[src/rtl/int_ctrl.sv]
// int_ctrl: interrupt sequencer feeding the execute stage's single-bit interrupt input.
// Latches and masks NUM_SRC request lines, grants the lowest-index enabled pending
// source with a one-cycle int_in pulse when the pipeline can accept it, then blocks
// further grants until the handler returns (int_ret).
// Optional feature: define INT_CTRL_LEVEL_EN for level-sensitive sources; the default
// build uses rising-edge detection.
module int_ctrl #(
  parameter int unsigned NUM_SRC    = 4,
  parameter logic [15:0] VEC_BASE   = 16'h0100,
  parameter logic [15:0] VEC_STRIDE = 16'h0010
) (
  input  logic               clk,
  input  logic               rst,
  input  logic [NUM_SRC-1:0] irq,
  input  logic               mask_we,
  input  logic [NUM_SRC-1:0] mask_wdata,
  input  logic               accept_ok,
  input  logic               int_ret,
  output logic               int_in,
  output logic [15:0]        int_vec,
  output logic [2:0]         int_src,
  output logic               in_service,
  output logic [NUM_SRC-1:0] pending,
  output logic [NUM_SRC-1:0] mask
);

  typedef enum logic [1:0] {
    StIdle    = 2'd0,
    StReq     = 2'd1,
    StService = 2'd2
  } state_e;

  state_e             state_q, state_d;
  logic [NUM_SRC-1:0] pending_q, pending_d;
  logic [NUM_SRC-1:0] mask_q;
  logic [NUM_SRC-1:0] req_set;
  logic [NUM_SRC-1:0] eligible;
  logic [NUM_SRC-1:0] grant_clr;
  logic [2:0]         sel_q, sel_d;
  logic [2:0]         pick;
  logic               grant;

`ifdef INT_CTRL_LEVEL_EN
  // Level mode: a high line requests every cycle it is asserted.
  assign req_set = irq;
`else
  logic [NUM_SRC-1:0] irq_q;

  // Previous irq sample for rising-edge detection.
  always_ff @(posedge clk) begin
    if (rst) begin
      irq_q <= '0;
    end else begin
      irq_q <= irq;
    end
  end

  assign req_set = irq & ~irq_q;
`endif

  assign eligible = pending_q & mask_q;
  assign grant    = (state_q == StReq) && accept_ok;

  // Priority pick: lowest enabled pending index wins.
  always_comb begin
    pick = '0;
    for (int i = int'(NUM_SRC) - 1; i >= 0; i--) begin
      if (eligible[i]) begin
        pick = 3'(i);
      end
    end
  end

  // Pending update: grant clears the latched source, a new request in the same cycle wins.
  always_comb begin
    grant_clr = '0;
    for (int i = 0; i < int'(NUM_SRC); i++) begin
      grant_clr[i] = grant && (sel_q == 3'(i));
    end
    pending_d = (pending_q & ~grant_clr) | req_set;
  end

  // sel only loads on IDLE->REQ so it stays frozen through REQ and SERVICE.
  always_comb begin
    sel_d = sel_q;
    if ((state_q == StIdle) && (|eligible)) begin
      sel_d = pick;
    end
  end

  // Pending, mask and selected-source registers.
  always_ff @(posedge clk) begin
    if (rst) begin
      pending_q <= '0;
      mask_q    <= '0;
      sel_q     <= '0;
    end else begin
      pending_q <= pending_d;
      sel_q     <= sel_d;
      if (mask_we) begin
        mask_q <= mask_wdata;
      end
    end
  end

  // State register.
  always_ff @(posedge clk) begin
    if (rst) begin
      state_q <= StIdle;
    end else begin
      state_q <= state_d;
    end
  end

  // Next-state logic; no nesting, so SERVICE only leaves on int_ret.
  always_comb begin
    state_d = state_q;
    unique case (state_q)
      StIdle:    if (|eligible) state_d = StReq;
      StReq:     if (accept_ok) state_d = StService;
      StService: if (int_ret) state_d = StIdle;
      default:   state_d = StIdle;
    endcase
  end

  // Outputs decoded from state; int_in is combinational on accept_ok in REQ.
  always_comb begin
    int_in     = 1'b0;
    int_vec    = 16'h0000;
    int_src    = 3'd0;
    in_service = 1'b0;
    unique case (state_q)
      StReq: begin
        int_in  = accept_ok;
        int_vec = VEC_BASE + ({13'b0, sel_q} * VEC_STRIDE);
        int_src = sel_q;
      end
      StService: begin
        int_src    = sel_q;
        in_service = 1'b1;
      end
      default: ;
    endcase
  end

  assign pending = pending_q;
  assign mask    = mask_q;

endmodule

[config.mk]
export PLATFORM = sky130hd
export DESIGN_NAME = int_ctrl
export DESIGN_NICKNAME = d
export VERILOG_FILES = /design/src/rtl/int_ctrl.sv
export SDC_FILE = /design/constraint.sdc
export NUM_CORES = 1
export LEC_CHECK = 0
export CAP_MARGIN = 20
export CORE_ASPECT_RATIO = 1.75
export CORE_UTILIZATION = 30
export CTS_CLUSTER_SIZE = 10
export DETAILED_ROUTE_END_ITERATION = 12
export PLACE_DENSITY = 0.65
export REMOVE_ABC_BUFFERS = 1
export SLEW_MARGIN = 20
export SYNTH_ARGS = -nofsm -noshare
export SYNTH_HDL_FRONTEND = slang
export SYNTH_SLANG_ARGS = --single-unit
[constraint.sdc]
create_clock -name clk -period 2.3 [get_ports clk]
set_clock_uncertainty 0.15 [all_clocks]
set_input_delay 0.46 -clock clk [delete_from_list [all_inputs] [get_ports clk]]
set_output_delay 0.46 -clock clk [all_outputs]
set_load 0.005 [all_outputs]
==> results of run 1 <==
-- metal layers --
layer	vias to the layer above	GRT usage, %	part of all wire, %
met2	26	21.2	55
li1	347	-	-
met4	0	6.25	1.8
met1	315	12.1	37
met5	-	0	0
met3	4	1.99	5.8
-- critical path: stages (launching register included) --
cell             delay (ns)
dfxtp_1                0.35
inv_1                  0.10
ha_1                   0.30
and2_1                 0.13
clkdlybuf4s50_1        0.50
-- cell usage in the layout, fill, tap and decap left out, types with 2 or more instances in the layout --
cell type / count
clkdlybuf4s50_1: 26
dfxtp_1: 15
conb_1: 14
a21oi_1: 8
inv_1: 6
nor2b_1: 6
nor2_1: 6
nand2_1: 4
and2_1: 4
o21ai_0: 4
mux2i_1: 4
ha_1: 4
nand3_1: 3
clkbuf_8: 3
nand2b_1: 2
-- logic make-up after synthesis --
kind of cell	share of synthesized area [%]
AND/OR/NAND/NOR	17.4
flip-flops	38.0
multiplexers	4.75
buffers and inverters	16.0
AO/OA/AOI/OAI	16.0
other	0.445
adder cells (fa/ha/maj)	7.42
-- state kept, by name, indices dropped and copies added, names as in the netlist --
| name | flops |
|---|---|
| sel_q | 2 |
| state_q | 2 |
| irq_q | 4 |
| pending | 4 |
| mask | 4 |
-- final cells by class --
class | instances | area [um^2] | share of cell area (%)
clock buffer | 3 | 41.3 | 3.63
inverter | 6 | 22.5 | 1.98
multi-input combinational | 71 | 439 | 38.6
sequential | 16 | 322 | 28.2
tap | 27 | 33.8 | 2.97
timing repair buffer | 28 | 280 | 24.6
-- how the worst max path moves through the flow --
stage / end / slack, ns / depth (start not counted)
detailed placement: int_in / 0.05 / 4
global placement: int_in / 0.05 / 4
floorplan: int_src[0] / 0.83 / 3
CTS: int_src[0] / 0.04 / 4
finish: int_src[0] / 0.07 / 4
global route: int_in / -0.009 / 5
-- where the power goes --
group | internal, mW | total, mW | switching, mW
Sequential | 0.309 | 0.339 | 0.0294
Combinational | 0.155 | 0.294 | 0.139
Clock | 0.116 | 0.199 | 0.0834
-- repair_timing --
| action | CTS | global route |
|---|---|---|
| setup buffers | 0 | 0 |
| endpoints found under the setup margin | 0 | 2 |
| resized for setup | 0 | 3 |
| hold buffers | 0 | 0 |
==> summary.md, run 1 <==
| Metric | Value |
|---|---|
| RSZ-0062 raised after global routing | `true` |
| Pre-CTS setup slack | `between 0.05 and 0.06 ns` |
| Final setup viols | `0` |
| Crit path from | `state_q[1]$_SDFFE_PP0P_` |
| Die X | `42.1 um` |
| DRT antenna net count | `0` |
| Clk slew on worst S/H paths | `0.05 ns` |
| Total power | `832 uW` |
| Layout cell share with drive strength beyond 1 | `6.45%` |
| Initial antenna violation count | `0` |
| Drt pass-1 iters | `4` |
| PwrDens | `731 nW/um^2` |
| Worst Max-Slew Pin Slew | `0.564 ns` |
| Fin crit share | `between 90 and 100%` |
| Routed vias/inst | `4.58` |
| Clk_lat worst skew | `0.24 ns` |
| Die Area | `3040 um^2` |
| Total grt overflow | `0` |
| Synth Flop Type | `dfxtp_1` |
| Number of synthesized flops with an enable pin | `0` |
| Area Overhead vs Synth | `35.0%` |
| Yosys cell types | `26` |
| Core area | `2690 um^2` |
| #FFs+latches synth | `16` |
| Share of flip-flops with an asynchronous set or reset | `0%` |
| # fillers | `roughly 290` |
| CTS tree | `done` |
| Hold Crit Depth | `2` |
| Peak supply drop | `0.339 mV` |
| Placement Rows | `25` |
| Clock Tree Buf Depth | `2` |
| CTS Root Buffer Type | `clkbuf_8` |
| Ys Warns | `0` |
| Post-Synthesis Cells | `96` |
| Clock sink total | `16` |
| Post-synthesis sequential area ratio | `38.0%` |
| ANT cells | `0` |
| Synth area leaders | `dfxtp_1, buf_4, ha_1, a21oi_1, mux2i_1` |
| H-tree levels | `1` |
| Cell taking the most area after synthesis | `dfxtp_1` |
| Crit end category | `output port` |
| Dpl cell area | `1090 um^2` |
| Fin Hold WS | `0.333 ns` |
| Post-synth top cells | `dfxtp_1, buf_4, a21oi_1` |
| Ports | `42` |
| Crit path DAT | `1.62 ns` |
| Crit path required time | `between 1.5 and 2 ns` |
| Placer Congestion | `about 0.76` |
| Cells after DPL | `between 100 and 150` |
| Pin count of the biggest net entering global routing | `17` |
| Worst r2r dst | `state_q[1]$_SDFFE_PP0P_` |
| Setup_tns | `0 ns` |
| R2R cell count | `6` |
| Via count | `692` |
| WL per Instance | `11.2 um` |
| Slew headroom | `slightly above 60%` |
| Avg Cell Area, Syn | `8.78 um^2` |
| Worst-path fanout max | `4` |
| Max-cap violations | `0` |
| Most common cell in the netlist | `dfxtp_1` |
| Critical Setup Path Class | `flop to output port` |
| Layout Utilization | `42.3%` |
| CTS buffer count | `3` |
| Iter 0 DRT Violations | `8` |
| Final WS setup | `between 0.06 and 0.07 ns` |
| Number of global-route vias before repair | `647` |
| Slew Viols, Final | `0` |
| Hold path start | `irq_q[0]$_SDFF_PP0_` |
| Mapped Area | `843 um^2` |
| Critical path launch point type | `flop` |
| Status | `finished clean` |
| Hold Crit Class | `flop to flop` |
| Worst R2R Setup Slack | `0.72 ns` |
| First-pass GRT wire length | `around 2700 um` |
| Final cell count without fillers | `about 150` |
| Post-synth top area share | `38.0%` |
| Final Hold Viols | `0` |
| Final #Nets | `144` |
| Worst reg2reg path startpoint | `state_q[1]$_SDFFE_PP0P_` |
| Drc violations | `0` |
| I/O Buffers | `27` |
| Final instance area | `1140 um^2` |
| Post-Route WL | `1690 um` |
| Dpl hpwl | `1340 um` |
| Leak | `~0.48 nW` |
| Initial Util | `between 30% and 40%` |
| Worst hold endpoint | `pending[0]$_SDFF_PP0_` |
| Tmin final | `roughly 2.2 ns` |
| GRT Util Overall | `11.5%` |
| Die Ht | `72.1 um` |
| Maximum clock frequency | `448 MHz` |
(Power assumes the default switching activity.)
==> run 2, diff against run 1 <==
--- a/config.mk
+++ b/config.mk
@@ -6,11 +6,10 @@
 export NUM_CORES = 1
 export LEC_CHECK = 0
 export CAP_MARGIN = 20
-export CORE_ASPECT_RATIO = 1.75
-export CORE_UTILIZATION = 30
+export CORE_UTILIZATION = 42
 export CTS_CLUSTER_SIZE = 10
 export DETAILED_ROUTE_END_ITERATION = 12
-export PLACE_DENSITY = 0.65
+export PLACE_DENSITY = 0.85
 export REMOVE_ABC_BUFFERS = 1
 export SLEW_MARGIN = 20
 export SYNTH_ARGS = -nofsm -noshare
==> run 2 against run 1 <==
Via count increased by 1.9%. Worst hold slack improved by 0.013 ns. First-iteration DRC count is 50% lower. Final cell count down 0.66%. Critical path type unchanged. Largest cell class unchanged.
==> summary.md, run 2 (synthesis results as in run 1) <==
| Metric | Value |
|---|---|
| Status | `finished clean (unchanged)` |
| Initial Util | `46.8% (was 31.3%)` |
| PwrDens | `736 nW/um^2 (was 731 nW/um^2)` |
| Tmin final | `2.27 ns (was 2.23 ns)` |
| Setup_tns | `0 ns (unchanged)` |
| Area Overhead vs Synth | `35.6% (was 35.0%)` |
| Commonest cells after routing, fill and taps aside | `clkdlybuf4s50_1, dfxtp_1, conb_1 (unchanged)` |
| Drc violations | `0 (unchanged)` |
| Most common cell after layout, fill and taps aside | `clkdlybuf4s50_1 (unchanged)` |
| Fin crit share | `98.5% (was 97.0%)` |
| Die X | `46.8 um (was 42.1 um)` |
| Layout cell share with drive strength beyond 1 | `8.80% (was 6.45%)` |
| Worst reg2reg path startpoint | `state_q[0]$_SDFFE_PP0P_ (was state_q[1]$_SDFFE_PP0P_)` |
| Cells after DPL | `145 (was 148)` |
| Critical Setup Path Class | `flop to output port (unchanged)` |
| Drt pass-1 iters | `4 (unchanged)` |
| RSZ-0062 raised after global routing | `false (was true)` |
| GRT Util Overall | `16.3% (was 11.5%)` |
| Pre-CTS setup slack | `0.0129 ns (was 0.0527 ns)` |
| Clk_lat worst skew | `0.29 ns (was 0.24 ns)` |
| First-pass GRT wire length | `2550 um (was 2680 um)` |
| Maximum clock frequency | `441 MHz (was 448 MHz)` |
| Placer Congestion | `0.716 (was 0.758)` |
| Peak supply drop | `0.420 mV (was 0.339 mV)` |
| Final cell count without fillers | `150 (was 151)` |
| Final #Nets | `144 (unchanged)` |
| Crit path required time | `1.69 ns (about the same)` |
| Leak | `0.479 nW (was 0.480 nW)` |
| CTS buffer count | `3 (unchanged)` |
| Critical path launch point type | `flop (unchanged)` |
| Slew Viols, Final | `0 (unchanged)` |
| # fillers | `142 (was 287)` |
| Number of global-route vias before repair | `594 (was 647)` |
| Final WS setup | `0.0336 ns (was 0.0684 ns)` |
| Pin count of the biggest net entering global routing | `17 (unchanged)` |
| Iter 0 DRT Violations | `4 (was 8)` |
| Clock Tree Buf Depth | `2 (unchanged)` |
| Ports | `42 (unchanged)` |
| Hold path start | `irq_q[0]$_SDFF_PP0_ (unchanged)` |
| Final instance area | `1140 um^2 (about the same)` |
| Dpl hpwl | `1190 um (was 1340 um)` |
| Core area | `1800 um^2 (was 2690 um^2)` |
| Final setup viols | `0 (unchanged)` |
| CTS tree | `done (unchanged)` |
| Total grt overflow | `0 (unchanged)` |
| Slew headroom | `62.9% (was 62.3%)` |
| ANT cells | `0 (unchanged)` |
| Crit path DAT | `1.66 ns (was 1.62 ns)` |
| Initial antenna violation count | `0 (unchanged)` |
| Via count | `705 (was 692)` |
| WL per Instance | `10.3 um (was 11.2 um)` |
| CTS Root Buffer Type | `clkbuf_4 (was clkbuf_8)` |
| Post-Route WL | `1550 um (was 1690 um)` |
| Placement Rows | `15 (was 25)` |
| Clock sink total | `16 (unchanged)` |
| Hold Crit Class | `flop to flop (unchanged)` |
| Max-cap violations | `0 (unchanged)` |
| Final Hold Viols | `0 (unchanged)` |
| Die Area | `2190 um^2 (was 3040 um^2)` |
| Clk slew on worst S/H paths | `0.09 ns (was 0.05 ns)` |
| DRT antenna net count | `0 (unchanged)` |
| Crit path from | `state_q[1]$_SDFFE_PP0P_ (unchanged)` |
| Worst Max-Slew Pin Slew | `0.554 ns (was 0.564 ns)` |
| Crit end category | `output port (unchanged)` |
| Dpl cell area | `1080 um^2 (was 1090 um^2)` |
| Worst-path fanout max | `4 (unchanged)` |
| H-tree levels | `1 (unchanged)` |
| Die Ht | `46.8 um (was 72.1 um)` |
| Routed vias/inst | `4.70 (was 4.58)` |
| I/O Buffers | `27 (unchanged)` |
-- run 2: report_power, final --
| group | switching [mW] | internal, mW | total, mW |
|---|---|---|---|
| logic | 0.147 | 0.166 | 0.313 |
| clock network | 0.0896 | 0.0964 | 0.186 |
| registers | 0.0297 | 0.312 | 0.342 |
-- run 2: worst paths after layout --
check                       endpoint  slack (ns)  depth (start not counted)
max                       int_src[1]        0.03                          4
min            pending[0]$_SDFF_PP0_        0.35                          2
max reg2reg  state_q[1]$_SDFFE_PP0P_        0.69                          6
min reg2reg    pending[0]$_SDFF_PP0_        0.35                          2
-- run 2: routing by layer --
layer	vias up	global-route usage [%]	share of wire, %
met5	-	0	0
met4	0	3.43	1.1
met3	4	4.23	8.1
met2	41	26.4	48
met1	307	21.9	42
li1	353	-	-
-- run 2: worst max-delay path, stage by stage (launching register included) --
cell and delay (ns):
dfxtp_1 0.39, inv_2 0.09, ha_1 0.29, and2_1 0.11, clkdlybuf4s50_1 0.49
-- run 2: layout make-up --
type	instances	area, um^2	share of cell area [%]
inverters	6	22.5	1.97
clock buffers	4	36.3	3.17
flip-flops and latches	16	324	28.3
well taps	25	31.3	2.74
repair buffers	28	280	24.5
multi-input cells	71	449	39.3
-- run 2: metrics by stage --
step                      utilization [%]  hold WS (ns)  power, mW
after floorplan                         -         0.306      0.498
after global placement               60.0         0.321      0.607
after detailed placement             60.0         0.337      0.619
after CTS                            62.2         0.352      0.810
after global routing                 63.5         0.368      0.895
final                                63.5         0.347      0.842
-- run 2: repair_timing --
| action | CTS | global route |
|---|---|---|
| setup buffers | 0 | 1 |
| resized for setup | 2 | 5 |
| endpoints found under the setup margin | 1 | 2 |
| hold buffers | 0 | 0 |
==> run 3, diff against run 2 <==
--- a/config.mk
+++ b/config.mk
@@ -6,10 +6,13 @@
 export NUM_CORES = 1
 export LEC_CHECK = 0
 export CAP_MARGIN = 20
-export CORE_UTILIZATION = 42
+export CELL_PAD_IN_SITES_DETAIL_PLACEMENT = 0
+export CELL_PAD_IN_SITES_GLOBAL_PLACEMENT = 1
+export CORE_ASPECT_RATIO = 1.75
+export CORE_UTILIZATION = 30
 export CTS_CLUSTER_SIZE = 10
 export DETAILED_ROUTE_END_ITERATION = 12
-export PLACE_DENSITY = 0.85
+export PLACE_DENSITY = 0.86
 export REMOVE_ABC_BUFFERS = 1
 export SLEW_MARGIN = 20
 export SYNTH_ARGS = -nofsm -noshare
==> constraint.sdc (replaced) <==
create_clock -name clk -period 2.65 [get_ports clk]
set_clock_uncertainty 0.15 [all_clocks]
set_input_delay 0.53 -clock clk [delete_from_list [all_inputs] [get_ports clk]]
set_output_delay 0.53 -clock clk [all_outputs]
set_load 0.005 [all_outputs]
==> run 3 against run 2 <==
Worst setup slack better by 0.18 ns. Via count up 0.14%. Non-clock buffer count down 1. Critical path depth unchanged. Total power down 11%. Wire length up 5.0%.
==> summary.md, run 3 (synthesis results as in run 1) <==
| Metric | Value |
|---|---|
| Status | `finished clean (unchanged)` |
| Worst reg2reg path startpoint | `state_q[0]$_SDFFE_PP0P_ (unchanged)` |
| Final setup viols | `0 (unchanged)` |
| Final instance area | `1140 um^2 (about the same)` |
| Max-cap violations | `0 (unchanged)` |
| ANT cells | `0 (unchanged)` |
| H-tree levels | `1 (unchanged)` |
| Global routing's busiest layer | `met2 (unchanged)` |
| Hold Crit Depth | `2 (unchanged)` |
| Slew Viols, Final | `0 (unchanged)` |
| Critical path's top delay family | `buffers and inverters (unchanged)` |
| Clk_lat worst skew | `0.25 ns (was 0.29 ns)` |
| CTS buffer count | `3 (unchanged)` |
| Worst R2R Setup Slack | `1.07 ns (was 0.69 ns)` |
| Final #Nets | `143 (was 144)` |
| Drc violations | `0 (unchanged)` |
| Area Overhead vs Synth | `35.0% (was 35.6%)` |
| Most used cell, CP | `clkdlybuf4s50_1` |
| Final Hold Viols | `0 (unchanged)` |
| Setup Fix Bufs, Post-CTS | `0 (unchanged)` |
| Worst r2r dst | `state_q[1]$_SDFFE_PP0P_ (unchanged)` |
| Worst Max-Slew Pin Slew | `0.599 ns (was 0.554 ns)` |
| GRT Util Overall | `11.7% (was 16.3%)` |
| Ports | `42 (unchanged)` |
| WL per Instance | `10.8 um (was 10.3 um)` |
| Worst-path cell chain | `clkdlybuf4s50_1, nand2_1, inv_1, clkdlybuf4s50_1 (was inv_2, ha_1, and2_1, clkdlybuf4s50_1)` |
| Hold Crit Class | `flop to flop (unchanged)` |
| Crit path required time | `1.97 ns (was 1.69 ns)` |
| M1 GR Usage | `14.1% (was 21.9%)` |
| Number of global-route vias before repair | `626 (was 594)` |
| Largest stage delay on the critical path | `0.52 ns (was 0.49 ns)` |
| First-pass GRT wire length | `2790 um (was 2550 um)` |
| Clk slew on worst S/H paths | `0.06 ns (was 0.09 ns)` |
| Worst-path fanout max | `4 (unchanged)` |
| Via count | `706 (was 705)` |
| Die Ht | `72.1 um (was 46.8 um)` |
| Placer Congestion | `0.720 (was 0.716)` |
| Clock Tree Buf Depth | `2 (unchanged)` |
| Crit end category | `output port (unchanged)` |
| Pin count of the biggest net entering global routing | `17 (unchanged)` |
| Clock sink total | `16 (unchanged)` |
| Maximum clock frequency | `411 MHz` |
| R2R cell count | `6 (unchanged)` |
| Worst hold endpoint | `pending[0]$_SDFF_PP0_ (unchanged)` |
| Initial antenna violation count | `0 (unchanged)` |
| Initial Util | `31.3% (was 46.8%)` |
| Peak supply drop | `0.374 mV (was 0.420 mV)` |
| Cts hold-fix bufs | `0 (unchanged)` |
| Commonest cells after routing, fill and taps aside | `clkdlybuf4s50_1, dfxtp_1, conb_1 (unchanged)` |
| Critical Setup Path Class | `input port to output port (was flop to output port)` |
| CTS tree | `done (unchanged)` |
| Drt pass-1 iters | `3 (was 4)` |
| Die Area | `3040 um^2 (was 2190 um^2)` |
| Tmin final | `between 2 and 2.5 ns` |
| Most common cell after layout, fill and taps aside | `clkdlybuf4s50_1 (unchanged)` |
| Routed vias/inst | `4.68 (was 4.70)` |
| Worst path slowest cell | `clkdlybuf4s50_1 (unchanged)` |
| I/O Buffers | `27 (unchanged)` |
| Cts repair resizes | `0 (was 2)` |
| WP buf/inv | `3 (was 2)` |
| PwrDens | `655 nW/um^2 (was 736 nW/um^2)` |
| Met2 usage | `20.3% (was 26.4%)` |
| Crit path DAT | `1.75 ns (was 1.66 ns)` |
| Dpl hpwl | `1270 um (was 1190 um)` |
| Dpl cell area | `1080 um^2 (about the same)` |
| Hold path start | `irq_q[0]$_SDFF_PP0_ (unchanged)` |
| Setup_tns | `0 ns (unchanged)` |
| Core area | `2690 um^2 (was 1800 um^2)` |
| Total grt overflow | `0 (unchanged)` |
| Met3 Use GR | `2.49% (was 4.23%)` |
| Leak | `0.473 nW (was 0.479 nW)` |
| Placement Rows | `25 (was 15)` |
| Iter 0 DRT Violations | `9 (was 4)` |
| Slew headroom | `59.9% (was 62.9%)` |
| Critical path launch point type | `input port (was flop)` |
| RSZ-0062 raised after global routing | `false (unchanged)` |
| Post-Route WL | `1630 um (was 1550 um)` |
| CTS Root Buffer Type | `clkbuf_8 (was clkbuf_4)` |
| Fin crit share | `just over 90%` |
| Die X | `42.1 um (was 46.8 um)` |
| DRT antenna net count | `0 (unchanged)` |
| Layout cell share with drive strength beyond 1 | `4.84% (was 8.80%)` |
[run 3: changes by cell type in the layout (fill, tap and decap cells not counted), sizes merged]
cell,before,now
dlymetal6s2s,1,0
clkdlybuf4s50,26,27
buf,1,0
[run 3: worst min-delay path: cells and delay by family (launching register included)]
family             cells  cell delay, ns
and+or+nand+nor        1            0.09
AOI/OAI and AO/OA      1            0.05
DFF                    1            0.30
[run 3: power by group]
group	internal, mW	switching [mW]	total, mW
combinational	0.125	0.115	0.240
clock	0.132	0.0827	0.214
sequential	0.266	0.0258	0.292
total	0.523	0.223	0.746
[run 3: final cells by class]
type,count,area [um^2]
repair buffers,27,270
clock buffers,4,55.1
well taps,27,33.8
fillers,276,1550
inverters,6,22.5
flip-flops and latches,16,320
multi-input cells,71,437
[run 3: through the flow]
step	hold WS [ns]	cells	power (mW)	util [%]	worst slack [ns]
after floorplan	0.306	93	0.432	-	1.11
after global placement	0.323	147	0.530	40.3	0.216
after detailed placement	0.329	147	0.538	40.3	0.214
after CTS	0.340	151	0.753	42.3	0.208
after global routing	0.396	151	0.805	42.3	0.144
final	0.338	151	0.746	42.3	0.216
[run 3: how the worst max path moves through the flow]
stage / cells past startpoint / slack, ns / startpoint / to
floorplan: 3 / 1.11 / state_q[0]$_SDFFE_PP0P_ / int_src[0]
global placement: 4 / 0.22 / accept_ok / int_in
detailed placement: 4 / 0.21 / accept_ok / int_in
CTS: 4 / 0.21 / accept_ok / int_in
global route: 4 / 0.14 / accept_ok / int_in
finish: 4 / 0.22 / accept_ok / int_in
[run 3: routing by layer]
layer	part of all wire (%)	up-vias
met2	49	32
met1	44	322
li1	-	350
met3	5.8	2
met4	0.98	0
met5	0	-
